`config.mk`:
```
export PLATFORM = sky130hd
export DESIGN_NAME = riscv_data_bus
export DESIGN_NICKNAME = d
export VERILOG_FILES = /design/src/rtl/riscv_bus_pkg.sv /design/src/rtl/riscv_bus_timeout.sv /design/src/rtl/riscv_data_bus.sv
export SDC_FILE = /design/constraint.sdc
export NUM_CORES = 1
export LEC_CHECK = 0
export BUFFER_PORTS_ARGS = -buffer_cell sky130_fd_sc_hd__buf_2
export CAP_MARGIN = 5
export CORE_AREA = 2 2 122 124
export DETAILED_ROUTE_END_ITERATION = 12
export DIE_AREA = 0 0 124 126
export SYNTH_ARGS = -nofsm -noshare
export SYNTH_HDL_FRONTEND = slang
export SYNTH_SLANG_ARGS = --single-unit
export TNS_END_PERCENT = 5
```
`constraint.sdc`:
```
create_clock -name clk_i -period 1.8 [get_ports clk_i]
set_input_delay 0.18 -clock clk_i [delete_from_list [all_inputs] [get_ports clk_i]]
set_output_delay 0.18 -clock clk_i [all_outputs]
set_load 0.05 [all_outputs]
```
`src/rtl/riscv_bus_pkg.sv`:
```
// Shared types and constants for the riscv_data_bus interconnect.
package riscv_bus_pkg;

  // Bus FSM states
  typedef enum logic [1:0] {
    IDLE = 2'd0,
    BUSY = 2'd1,
    ERR  = 2'd2
  } bus_state_t;

  // Cause codes reported on err_cause_o when error capture is built in
  typedef enum logic [1:0] {
    ERR_NONE     = 2'd0,
    ERR_UNMAPPED = 2'd1,
    ERR_TIMEOUT  = 2'd2
  } err_cause_t;

  // Read data returned on any error completion
  localparam logic [31:0] BUS_ERR_RDATA = 32'hDEAD_BEEF;

endpackage

```
`src/rtl/riscv_bus_timeout.sv`:
```
// Wait-state watchdog for the data bus: counts BUSY cycles and flags the
// last permitted one. The counter saturates instead of wrapping.
module riscv_bus_timeout #(
  parameter int TIMEOUT_CYCLES = 255
) (
  input  logic clk_i,
  input  logic rst_i,
  input  logic clear,
  input  logic enable,
  output logic expired
);

  localparam int CW = $clog2(TIMEOUT_CYCLES + 1);
  localparam logic [CW-1:0] LAST_CNT = CW'(TIMEOUT_CYCLES - 1);
  localparam logic [CW-1:0] SAT_CNT  = CW'(TIMEOUT_CYCLES);

  logic [CW-1:0] r_cnt;

  // Count enabled cycles from zero, holding at the saturation value
  always_ff @(posedge clk_i) begin
    if (rst_i || clear) begin
      r_cnt <= '0;
    end else if (enable && (r_cnt != SAT_CNT)) begin
      r_cnt <= r_cnt + CW'(1);
    end
  end

  // High during the final wait cycle the slave is allowed
  assign expired = enable && (r_cnt == LAST_CNT);

endmodule

```
`src/rtl/riscv_data_bus.sv`:
```
// Data-side interconnect: routes one LSU request to one of N_SLAVES
// devices selected by address bits [SEL_MSB:SEL_LSB]. Unmapped regions
// and slaves that stall past TIMEOUT_CYCLES finish as bus errors.
// Optional build macro RISCV_BUS_ERR_CAPTURE_EN adds err_addr_o and
// err_cause_o, which record the address and cause of the latest error.
module riscv_data_bus
  import riscv_bus_pkg::*;
#(
  parameter int          N_SLAVES       = 4,
  parameter int          SEL_MSB        = 31,
  parameter int          SEL_LSB        = 24,
  parameter int          TIMEOUT_CYCLES = 255,
  parameter logic [31:0] ERR_RDATA      = BUS_ERR_RDATA
) (
  input  logic                  clk_i,
  input  logic                  rst_i,
  input  logic                  req_i,
  input  logic                  we_i,
  input  logic [3:0]            be_i,
  input  logic [31:0]           addr_i,
  input  logic [31:0]           wd_i,
  output logic [31:0]           rd_o,
  output logic                  ready_o,
  output logic                  err_o,
`ifdef RISCV_BUS_ERR_CAPTURE_EN
  output logic [31:0]           err_addr_o,
  output logic [1:0]            err_cause_o,
`endif
  output logic [N_SLAVES-1:0]   slv_req_o,
  output logic                  slv_we_o,
  output logic [3:0]            slv_be_o,
  output logic [31:0]           slv_addr_o,
  output logic [31:0]           slv_wd_o,
  input  logic [32*N_SLAVES-1:0] slv_rd_i,
  input  logic [N_SLAVES-1:0]   slv_ready_i
);

  localparam int SEL_W = (N_SLAVES > 1) ? $clog2(N_SLAVES) : 1;
  localparam int RW    = SEL_MSB - SEL_LSB + 1;

  bus_state_t       r_state;
  logic [SEL_W-1:0] r_sel;

  logic [31:0] w_region;
  logic        w_mapped;
  logic        w_sel_ready;
  logic [31:0] w_sel_rd;
  logic        w_busy;
  logic        w_err_st;
  logic        w_expired;
  logic        w_done;

  // Zero-extend the region field so it can be compared against N_SLAVES
  always_comb begin
    w_region         = '0;
    w_region[RW-1:0] = addr_i[SEL_MSB:SEL_LSB];
  end

  assign w_mapped = (w_region < 32'(N_SLAVES));

  // Outputs are suppressed while reset is held, whatever the current state
  assign w_busy   = (r_state == BUSY) && !rst_i;
  assign w_err_st = (r_state == ERR)  && !rst_i;

  // Pick ready and read data of the latched slave; other slaves are ignored
  always_comb begin
    w_sel_ready = 1'b0;
    w_sel_rd    = '0;
    for (int k = 0; k < N_SLAVES; k++) begin
      if (r_sel == SEL_W'(k)) begin
        w_sel_ready = slv_ready_i[k];
        w_sel_rd    = slv_rd_i[32*k +: 32];
      end
    end
  end

  // One-hot request to the latched slave, only while waiting on it
  generate
    for (genvar gi = 0; gi < N_SLAVES; gi++) begin : g_req
      assign slv_req_o[gi] = w_busy && (r_sel == SEL_W'(gi));
    end
  endgenerate

  riscv_bus_timeout #(
    .TIMEOUT_CYCLES(TIMEOUT_CYCLES)
  ) u_timeout (
    .clk_i  (clk_i),
    .rst_i  (rst_i),
    .clear  (r_state != BUSY),
    .enable (r_state == BUSY),
    .expired(w_expired)
  );

  // Bus FSM: accept in IDLE, wait for the slave in BUSY, one-cycle ERR
  always_ff @(posedge clk_i) begin
    if (rst_i) begin
      r_state <= IDLE;
      r_sel   <= '0;
    end else begin
      case (r_state)
        IDLE: begin
          if (req_i) begin
            if (w_mapped) begin
              r_sel   <= w_region[SEL_W-1:0];
              r_state <= BUSY;
            end else begin
              r_state <= ERR;
            end
          end
        end
        BUSY: begin
          // A ready on the last allowed cycle still completes normally
          if (w_sel_ready) begin
            r_state <= IDLE;
          end else if (w_expired) begin
            r_state <= ERR;
          end
        end
        ERR:     r_state <= IDLE;
        default: r_state <= IDLE;
      endcase
    end
  end

  assign w_done  = w_busy && w_sel_ready;
  assign ready_o = w_done || w_err_st;
  assign err_o   = w_err_st;
  assign rd_o    = w_err_st ? ERR_RDATA : (w_done ? w_sel_rd : 32'h0);

  // Master fields are broadcast unchanged; only slv_req_o selects a slave
  assign slv_we_o   = we_i;
  assign slv_be_o   = be_i;
  assign slv_addr_o = addr_i;
  assign slv_wd_o   = wd_i;

`ifdef RISCV_BUS_ERR_CAPTURE_EN
  logic [31:0] r_err_addr;
  err_cause_t  r_err_cause;

  // Record address and cause on every transition into ERR
  always_ff @(posedge clk_i) begin
    if (rst_i) begin
      r_err_addr  <= '0;
      r_err_cause <= ERR_NONE;
    end else if ((r_state == IDLE) && req_i && !w_mapped) begin
      r_err_addr  <= addr_i;
      r_err_cause <= ERR_UNMAPPED;
    end else if ((r_state == BUSY) && !w_sel_ready && w_expired) begin
      r_err_addr  <= addr_i;
      r_err_cause <= ERR_TIMEOUT;
    end
  end

  assign err_addr_o  = r_err_addr;
  assign err_cause_o = r_err_cause;
`endif

endmodule
```
==> results.cfg <==
[logic_synthesis]
async_reset_ff_frac = 0
synth_top_family_by_area = multiplexers
syn-cell-area_mm2 = 0.00233
syn-num-nets = 461
ys_ff_latch = 12
synth_warnings = 0
synthTopCellsByCount = buf_4, nand2_1, mux4_2
syn_inst = 255
seq_area_frac_synth = 0.103
synth_area_leaders = mux4_2, buf_4, dfxtp_1, nand3_1, nand2_1
synthMostInstantiatedCell = buf_4
synth_top_area_share = 0.319
synth_mux_area_frac = 0.336
yosys.area_share.adder = 0.0107
synth_compound_area_frac = 0.0425
avgSynthCellArea_um2 = 9.13
synth-xor-area-share = 0
synth_top_area_cell = mux4_2
synth_edf_count = 0
yosys.area_share.simple = 0.224
synthFlopType = dfxtp_1
ys_types = 37

[timing]
fin_crit_sh = 1.07
hold_viol_final = 0
relSlewSlack = 0.765
rsz0062_at_grt = yes
period_needed_ps = 1920
finClkSkew_ps = 0.980
tightest_slew_ps = 349
postLayoutSetupSlackWorst_ps = -123
finalSetupViolCount = 33
fmax_mhz = 520
maxSlewViolCount = 0

[power_and_ir_drop]
peakVddDrop_v = 0.000196
cellLeakagePower_nw = 1.55
power_density_mw_per_mm2 = 344
power_w = 0.00113

[finish]
diodes = 0
synthToLayoutAreaGrowth_pct = 41.1
fin_cells = 553
nets = 577
stdcell_area_mm2 = 0.00328
fin_util = 0.229
drive_gt1_frac = 0.669
multi_input_area_mm2 = 0.00145
fillCellCount = 1598
ff_latch_area_um2 = 245

[hold_path]
hold_depth = 3
hold_path_class = in -> reg
min_from = addr_i[24]
holdPathEnd = r_sel[0]

[worst_setup_path]
r2r-end = u_timeout.r_cnt[7]
start_kind = flop
slowest_delay_ps = 550
critPathKind = reg -> out
critical_path_required_ps = 1620
critPathArrivalTime_ps = 1740
cp_cell_sequence = mux4_2 -> buf_12 -> nand3_1 -> nand2_1 -> buf_2
r2r_start = u_timeout.r_cnt[0]
cp_max_fo = 33
reg2reg_slack_ps = 310
crit_slowest_cell = mux4_2
worstSetupEndpointType = primary output
reg2reg_depth = 3

[place]
place.gp.congestion = 0.754
dpl_cell_area_mm2 = 0.00303
place_inst = 550
dp_slack_ps = 101
portBuffers = 188
dpl.hpwl_mm = 6.83

[clocking]
cts_made_buffers = 3
clock-sinks = 12
cts_hold_buf = 0
htree_levels = 1
ctsRootBufferMaster = clkbuf_16
tritoncts = built
clk_pin_slew_ps = 40
clockBufferDepth = 2
clock_latency_ps = 240

[outcome]
violations = negative setup slack
status = finished with violations

[run]
maxCapViolations = 0

[global_routing]
grt_first_pass_wirelength_mm = 12.4
antenna_found_initial = 0
grt_max_degree = 41
track_usage = 0.102
overflow = 0
grt_pass1_vias = 2442

[detailed_routing]
drc = 0
drtPass1Iterations = 4
drtIter0Drc = 44
via_per_inst = 4.22
wl_per_cell_um = 14.6
ant_nets = 0
vias = 2336
wirelength_mm = 8.08

[floorplan]
rows = 44
die-area_mm2 = 0.0156
ios = 311
coreArea_mm2 = 0.0143
start_util = 0.163
die_w_um = 124
die_h_um = 126
cell usage in the layout, fill, tap and decap left out, types with 2 or more instances in the layout:
master	netlist	final
nand4_1	2	2
nand3_1	28	28
nor4_1	2	2
buf_2	8	158
nor3_1	3	2
nand2_1	35	34
dfxtp_1	12	10
inv_1	5	5
buf_6	4	27
nor3b_1	3	2
o31ai_1	2	2
buf_4	72	8
clkbuf_16	0	3
nor2_1	2	2
mux2i_1	4	4
buf_12	0	5
a21oi_1	3	3
a31oi_1	2	2
nand2b_1	3	3
o21ai_0	2	2
and3_1	10	9
mux4_2	33	33
ha_1	2	2
critical path: cells and delay by family (launching register included):
kind	cells	cell delay (ps)
flops	1	360
buf+inv	2	410
mux	1	550
simple gates	2	140
routing by layer:
metal  up-vias  track usage  part of all wire
li1       1095            -                 -
met1      1080        0.113              0.36
met2       130        0.184              0.51
met3        31       0.0254             0.098
met4         0       0.0403             0.029
met5         -            0                 0
area by class of cell:
class                      instances  area share
multi-input combinational        150       0.442
clock buffer                       3      0.0229
sequential                        12      0.0747
timing repair buffer             199       0.384
tap                              184      0.0701
inverter                           5     0.00571
cell families after synthesis:
group / Yosys count
simple gates: 97
mux: 37
fa+ha+maj: 2
compound gates: 14
buf+inv: 93
flops: 12
metrics by stage:
step           setup TNS, ps  hold slack [ps]
3_5_place_dp               0              360
5_1_grt                -5120              209
2_1_floorplan           -392              322
3_3_place_gp               0              360
6_report               -2770              185
4_1_cts                -2960              189
sequential cells by signal, summed over array words and instances (netlist names):
| register | count |
|---|---|
| u_timeout.r_cnt | 8 |
| r_sel | 2 |
| r_state | 2 |
how the worst max path moves through the flow:
stage,start,slack [ps],depth (start not counted),end
after floorplan,r_sel[1],-360,4,slv_req_o[2]
after global placement,r_sel[0],110,5,rd_o[2]
after detailed placement,r_sel[0],100,4,rd_o[29]
after CTS,r_sel[0],-120,5,rd_o[2]
after global routing,r_sel[0],-190,5,rd_o[2]
final,r_sel[0],-120,5,rd_o[23]
power breakdown:
group	leakage, nW	internal, W	total [W]	switching (W)
registers	0.0982	0.000267	0.000270	0.00000280
clock network	0.0370	0.000290	0.000408	0.000118
logic	1.41	0.000219	0.000450	0.000231
total	1.55	0.000776	0.00113	0.000352
timing repair:
item	CTS	global route
pin swaps	0	1
buffers inserted	0	0
resized for setup	57	2
setup endpoints to repair	33	34
Power figures use the tool's default switching activity.
